===== config.mk =====
export PLATFORM = sky130hd
export DESIGN_NAME = gpu_pixel_arbiter
export DESIGN_NICKNAME = d
export VERILOG_FILES = /design/src/rtl/gpu_pkg.sv /design/src/rtl/gpu_rr_picker.sv /design/src/rtl/gpu_pixel_arbiter.sv
export SDC_FILE = /design/constraint.sdc
export NUM_CORES = 1
export LEC_CHECK = 0
export CORE_ASPECT_RATIO = 0.5
export CORE_MARGIN = 2
export CORE_UTILIZATION = 30
export DETAILED_ROUTE_END_ITERATION = 16
export GPL_TIMING_DRIVEN = 0
export SYNTH_ARGS = -nofsm -noshare
export SYNTH_HDL_FRONTEND = slang
export SYNTH_SLANG_ARGS = --single-unit
export TNS_END_PERCENT = 20

===== constraint.sdc =====
create_clock -name clk -period 8.35 [get_ports clk]
set_clock_uncertainty 0.15 [all_clocks]
set_input_delay 1.67 -clock clk [delete_from_list [all_inputs] [get_ports clk]]
set_output_delay 1.67 -clock clk [all_outputs]
set_load 0.01 [all_outputs]

===== src/rtl/gpu_pkg.sv =====
// Shared GPU types and constants: arbiter FSM states, screen defaults, engine ids.
// Coordinate/colour width macros normally come from gpu_definitions.vh; these
// guarded fallbacks keep the package self-contained when it is built alone.
`ifndef WIDTH_BITS
`define WIDTH_BITS 9
`endif
`ifndef HEIGHT_BITS
`define HEIGHT_BITS 8
`endif
`ifndef CHANNEL_BITS
`define CHANNEL_BITS 8
`endif

package gpu_pkg;

    typedef enum logic [1:0] {
        RUN   = 2'd0,
        DRAIN = 2'd1,
        SWAP  = 2'd2
    } arb_state_t;

    localparam int SCREEN_W_DEF = 320;
    localparam int SCREEN_H_DEF = 240;

    localparam int REQ_LINE   = 0;
    localparam int REQ_FILL   = 1;
    localparam int REQ_ARC    = 2;
    localparam int REQ_CIRCLE = 3;

endpackage


===== src/rtl/gpu_rr_picker.sv =====
// Combinational round-robin select: first set request at or after ptr, wrapping.
module gpu_rr_picker #(
    parameter int NUM_REQ = 4,
    parameter int IDX_W   = (NUM_REQ > 1) ? $clog2(NUM_REQ) : 1
) (
    input  logic [NUM_REQ-1:0] req,
    input  logic [IDX_W-1:0]   ptr,
    output logic [NUM_REQ-1:0] grant,
    output logic [IDX_W-1:0]   idx,
    output logic               any
);

    // Scan ptr, ptr+1, ... mod NUM_REQ and stop at the first requester.
    always_comb begin
        grant = '0;
        idx   = '0;
        any   = 1'b0;
        for (int k = 0; k < NUM_REQ; k++) begin
            int j;
            j = int'(ptr) + k;
            if (j >= NUM_REQ) j = j - NUM_REQ;
            if (!any && req[j]) begin
                any      = 1'b1;
                grant[j] = 1'b1;
                idx      = IDX_W'(j);
            end
        end
    end

endmodule


===== src/rtl/gpu_pixel_arbiter.sv =====
// Round-robin arbiter for the framebuffer pixel port with clipping and flush/swap sequencing.
module gpu_pixel_arbiter
    import gpu_pkg::*;
#(
    parameter int NUM_REQ  = 4,
    parameter int SCREEN_W = SCREEN_W_DEF,
    parameter int SCREEN_H = SCREEN_H_DEF,
    parameter int CNT_BITS = 16
) (
    input  logic                              clk,
    input  logic                              n_rst,
    input  logic [NUM_REQ-1:0]                req_valid_i,
    input  logic [NUM_REQ*`WIDTH_BITS-1:0]    req_x_i,
    input  logic [NUM_REQ*`HEIGHT_BITS-1:0]   req_y_i,
    output logic [NUM_REQ-1:0]                req_ack_o,
    input  logic [`CHANNEL_BITS-1:0]          r_i,
    input  logic [`CHANNEL_BITS-1:0]          g_i,
    input  logic [`CHANNEL_BITS-1:0]          b_i,
    output logic                              wr_valid_o,
    input  logic                              wr_ready_i,
    output logic [`WIDTH_BITS-1:0]            wr_x_o,
    output logic [`HEIGHT_BITS-1:0]           wr_y_o,
    output logic [`CHANNEL_BITS-1:0]          wr_r_o,
    output logic [`CHANNEL_BITS-1:0]          wr_g_o,
    output logic [`CHANNEL_BITS-1:0]          wr_b_o,
    input  logic                              flush_i,
    output logic                              swap_o,
    input  logic                              swap_ack_i,
    output logic                              flush_done_o,
    output logic                              busy_o,
    output logic [CNT_BITS-1:0]               clip_count_o
);

    localparam int IDX_W = (NUM_REQ > 1) ? $clog2(NUM_REQ) : 1;

    arb_state_t           state_q, state_d;
    logic                 swap_d, done_d;
    logic [IDX_W-1:0]     ptr;
    logic [NUM_REQ-1:0]   pick_grant;
    logic [IDX_W-1:0]     pick_idx;
    logic                 pick_any;
    logic                 slot_free, grant_en, granted, in_range;
    logic [`WIDTH_BITS-1:0]  xs [NUM_REQ];
    logic [`HEIGHT_BITS-1:0] ys [NUM_REQ];
    logic [`WIDTH_BITS-1:0]  sel_x;
    logic [`HEIGHT_BITS-1:0] sel_y;

    // Unpack per-engine coordinates so the winner can be selected by index.
    for (genvar i = 0; i < NUM_REQ; i++) begin : g_unpack
        assign xs[i] = req_x_i[i*`WIDTH_BITS +: `WIDTH_BITS];
        assign ys[i] = req_y_i[i*`HEIGHT_BITS +: `HEIGHT_BITS];
    end

    gpu_rr_picker #(.NUM_REQ(NUM_REQ), .IDX_W(IDX_W)) u_picker (
        .req   (req_valid_i),
        .ptr   (ptr),
        .grant (pick_grant),
        .idx   (pick_idx),
        .any   (pick_any)
    );

    // Grant only in RUN with the output slot free; acks are forced low during reset.
    always_comb begin
        slot_free = !wr_valid_o || wr_ready_i;
        grant_en  = n_rst && (state_q == RUN) && slot_free;
        granted   = grant_en && pick_any;
        req_ack_o = grant_en ? pick_grant : '0;
        sel_x     = xs[pick_idx];
        sel_y     = ys[pick_idx];
        in_range  = (int'(sel_x) < SCREEN_W) && (int'(sel_y) < SCREEN_H);
        busy_o    = (state_q != RUN) || wr_valid_o || (|req_valid_i);
    end

    // Output stage: load in-range winners, drop valid once the framebuffer takes it.
    always_ff @(posedge clk) begin
        if (!n_rst) begin
            wr_valid_o <= 1'b0;
            wr_x_o     <= '0;
            wr_y_o     <= '0;
            wr_r_o     <= '0;
            wr_g_o     <= '0;
            wr_b_o     <= '0;
        end else if (granted && in_range) begin
            wr_valid_o <= 1'b1;
            wr_x_o     <= sel_x;
            wr_y_o     <= sel_y;
            wr_r_o     <= r_i;
            wr_g_o     <= g_i;
            wr_b_o     <= b_i;
        end else if (wr_ready_i) begin
            wr_valid_o <= 1'b0;
        end
    end

    // Round-robin pointer advances past the winner; saturating clip counter.
    always_ff @(posedge clk) begin
        if (!n_rst) begin
            ptr          <= '0;
            clip_count_o <= '0;
        end else if (granted) begin
            ptr <= (pick_idx == IDX_W'(NUM_REQ - 1)) ? '0 : pick_idx + 1'b1;
            if (!in_range && (clip_count_o != '1))
                clip_count_o <= clip_count_o + 1'b1;
        end
    end

    // Flush sequencing: RUN -> DRAIN (stop granting) -> SWAP (wait for ack) -> RUN.
    always_comb begin
        state_d = state_q;
        swap_d  = swap_o;
        done_d  = 1'b0;
        case (state_q)
            RUN:   if (flush_i) state_d = DRAIN;
            DRAIN: if (slot_free) begin
                       state_d = SWAP;
                       swap_d  = 1'b1;
                   end
            SWAP:  if (swap_ack_i) begin
                       state_d = RUN;
                       swap_d  = 1'b0;
                       done_d  = 1'b1;
                   end
            default: state_d = RUN;
        endcase
    end

    // FSM state and its registered outputs.
    always_ff @(posedge clk) begin
        if (!n_rst) begin
            state_q      <= RUN;
            swap_o       <= 1'b0;
            flush_done_o <= 1'b0;
        end else begin
            state_q      <= state_d;
            swap_o       <= swap_d;
            flush_done_o <= done_d;
        end
    end

endmodule

==> metrics.yaml, run 1 <==
status: "finished clean"
crit_path_end_kind: "output port"
cp_cell_sequence: "clkdlybuf4s50_1 > mux2i_2 > mux2i_1 > a211oi_1 > a22oi_1 > nor2_1 > a221oi_1 > nor2_1 > clkdlybuf4s50_1"
cts_root_buffer: "clkbuf_16"
synth_area_sq_um: 3590
synth_ff_type: "dfxtp_1"
nFillCells: 1160
final_common_cell: "clkdlybuf4s50_1"
p_leak_nw: 2.10
antenna_found_initial: 0
synth_seq_cells: 64
grt_overflow: 0
ys_types: 53
avgSynthCellArea_sq_um: 8.02
firstDrtPassIters: 4
start_kind: "input port"
p_per_area_nw_per_um2: 265
dp.cells: 773
htree_levels: 3
finalHoldViolations: 0
core_sq_um: 11700
cts_tree: "yes"
timing.final.ws_setup_ns: 2.43
place_area_sq_um: 5400
vias_per_cell: 4.76
grt_max_degree: 12
io_pins: 166
final_cell_mix: "161 x clkdlybuf4s50_1, 99 x nand2_1, 64 x dfxtp_1, 39 x o21ai_0, 33 x nor2_1"
first_iter_violations: 135
hold_class: "flip-flop to flip-flop"
period_minus_slack_ns: 5.92
initial_utilization_pct: 30.6
clk_path_buf_depth: 2
clkSinkCount: 64
p_int_w: 0.000996
place_ws_ns: 2.44
fin_crit_sh_pct: 70.9
finalWirelength_microns: 11900
top_layer_used: "met4"
post_cts_resized: 0
insertion_delay_ns: 0.33
relSlewSlack_pct: 53.4
syn2layout_area_growth_pct: 59.7
synth-edff-count: 0
p_sw_share_pct: 34.4
async_reset_ff_share_pct: 0
io_buffers: 161
drive_gt1_share_pct: 8.97
p_seq_share_pct: 28.5
path_class: "input port to output port"
num_rows: 28
synth_top_area_share_pct: 35.7
die_h_microns: 81.3
worstPathArrival_ns: 4.10
ff2ff_path_depth: 15
switching_power_w: 0.000523
finalSetupTns_ns: 0
cts_setup_buffers: 0
chipWidth_microns: 159
grt_pass1_wl_microns: 18500
p_comb_share_pct: 44.8
max-cap-violations: 0
num_antenna_cells: 0
clkPwrFrac_pct: 26.7
wl_met2_microns: 5670
fmax_mhz: 169
cp_num_buf_inv: 2
peakVddDrop_mv: 0.135
grt.total_usage_pct: 18.7
stdcell_area_sq_um: 5730
routedWlPerCell_microns: 15.1
ys_seq_area_share_pct: 35.7
worst_slew_pin_slew_ns: 0.698
synth_nets: 554
path_depth: 9
drc_errors: 0
grt_pass1_vias: 3606
finalSetupViolations: 0
cp.required_ns: 6.53
postRouteAntennaNets: 0
cts_hold_buf: 0
cp_top_family: "buffers and inverters"
fin_cells: 789
cpMaxStageDelayCell: "clkdlybuf4s50_1"
max_stage_delay_ns: 0.54
vias: 3759
clkSlewWorstSetupHoldPaths_ns: 0.05
rsz0062_at_grt: "false"
crit_fanout: 7
yosys.area.top_type: "dfxtp_1"
numCtsBuffers: 9
fin_nets: 726
wl_met1_microns: 5570
slew_violations: 0
synth.area.top_cells: "dfxtp_1 36%, nand2_1 10%, mux2i_1 6.7%"
wl_met3_microns: 474
dieArea_sq_um: 12900
syn_inst: 447
gp_congestion: 0.835
ys_warn_count: 0
whs_path_depth: 2
dp_hpwl_microns: 9170
## stage by stage
stage | utilization (%) | hold slack (ns) | power, W
after CTS | 48.8 | 0.299 | 0.00153
after global routing | 48.8 | 0.318 | 0.00161
after detailed placement | 46.0 | 0.291 | 0.00112
after floorplan | - | 0.308 | 0.000809
after global placement | 46.0 | 0.287 | 0.00112
final | 48.8 | 0.297 | 0.00152
## cell usage after synthesis, types with 3 or more instances
cell type and count:
o21ai_0 39, nand2_1 99, a21oi_1 13, a22oi_1 4, buf_2 7, o211ai_1 15
mux2i_1 24, and4_1 3, nor2_1 33, nor3_1 5, nand2b_1 4, dfxtp_1 64
buf_4 5, and2_1 3, nand3_1 10, a211oi_1 3, inv_1 10, ha_1 6
a21o_1 3, clkbuf_1 15, xnor2_1 6, or3_1 5, mux2_2 16, o21ai_1 9
a221oi_1 6, nor2b_1 4
## tightest hold or removal path, stage by stage (launching register included)
cell     delay, ns
dfxtp_1       0.31
nand2_1       0.05
o21ai_1       0.05
## state kept, by name, summed over array words and instances (netlist names), 2 cells and up
signal,count
clip_count_o,16
ptr,2
state_q,2
wr_b_o,8
wr_g_o,8
wr_r_o,8
wr_x_o,9
wr_y_o,8
## final timing paths
kind                            slack, ns                    from                     end
worst max-delay path                 2.43          req_valid_i[3]            req_ack_o[0]
worst max register to register       4.01     ptr[1]$_SDFFE_PN0P_  wr_r_o[1]$_SDFFE_PN0P_
worst min-delay path                 0.30  wr_x_o[5]$_SDFFE_PN0P_  wr_x_o[5]$_SDFFE_PN0P_
worst min register to register       0.30  wr_x_o[5]$_SDFFE_PN0P_  wr_x_o[5]$_SDFFE_PN0P_
## power groups by stage
stage | sequential (W) | clock (W) | combinational (W)
2_1_floorplan | 0.000471 | 0 | 0.000338
6_report | 0.000433 | 0.000405 | 0.000681
3_3_place_gp | 0.000435 | 0 | 0.000684
3_5_place_dp | 0.000437 | 0 | 0.000685
5_1_grt | 0.000443 | 0.000431 | 0.000741
4_1_cts | 0.000432 | 0.000413 | 0.000687
## area by class of cell
cell class                 count  area [sq um]  area share (%)
multi-input combinational    344          2120            36.9
inverter                      10          37.5           0.655
sequential                    64          1280            22.4
clock buffer                  11           243            4.24
buffer                        29           151            2.64
clock inverter                 5          80.1            1.40
tap                          165           206            3.60
timing repair buffer         161          1610            28.1
## cells by family after synthesis
| family | after synthesis | synth area share, % |
|---|---|---|
| XOR/XNOR | 6 | 1.47 |
| buffers and inverters | 39 | 5.27 |
| multiplexers | 43 | 13.5 |
| adder cells (fa/ha/maj) | 6 | 2.09 |
| AND/OR/NAND/NOR | 179 | 22.3 |
| AO/OA/AOI/OAI | 110 | 19.7 |
| flip-flops | 64 | 35.7 |
## per-layer routing
metal	global-route usage [%]	up-vias
li1	-	1916
met4	4.50	0
met5	0	-
met3	4.86	15
met1	23.7	1760
met2	31.9	68
Note: power is estimated with default switching activity, not from simulation.
==> run 2: changes to the inputs <==
- clock period: 8.35 -> 5.3 ns (I/O delays scaled with it)
==> results of run 2 <==
The final DEF is identical to that of run 1. Status: finished clean.
Main changes from that run: setup slack after placement 2.44 ns -> 0.505 ns; setup slack after layout 2.43 ns -> 0.599 ns; register-to-register setup slack 4.01 ns -> 0.96 ns; total power 0.00152 W -> 0.00239 W; worst IR drop on VDD 0.135 mV -> 0.213 mV
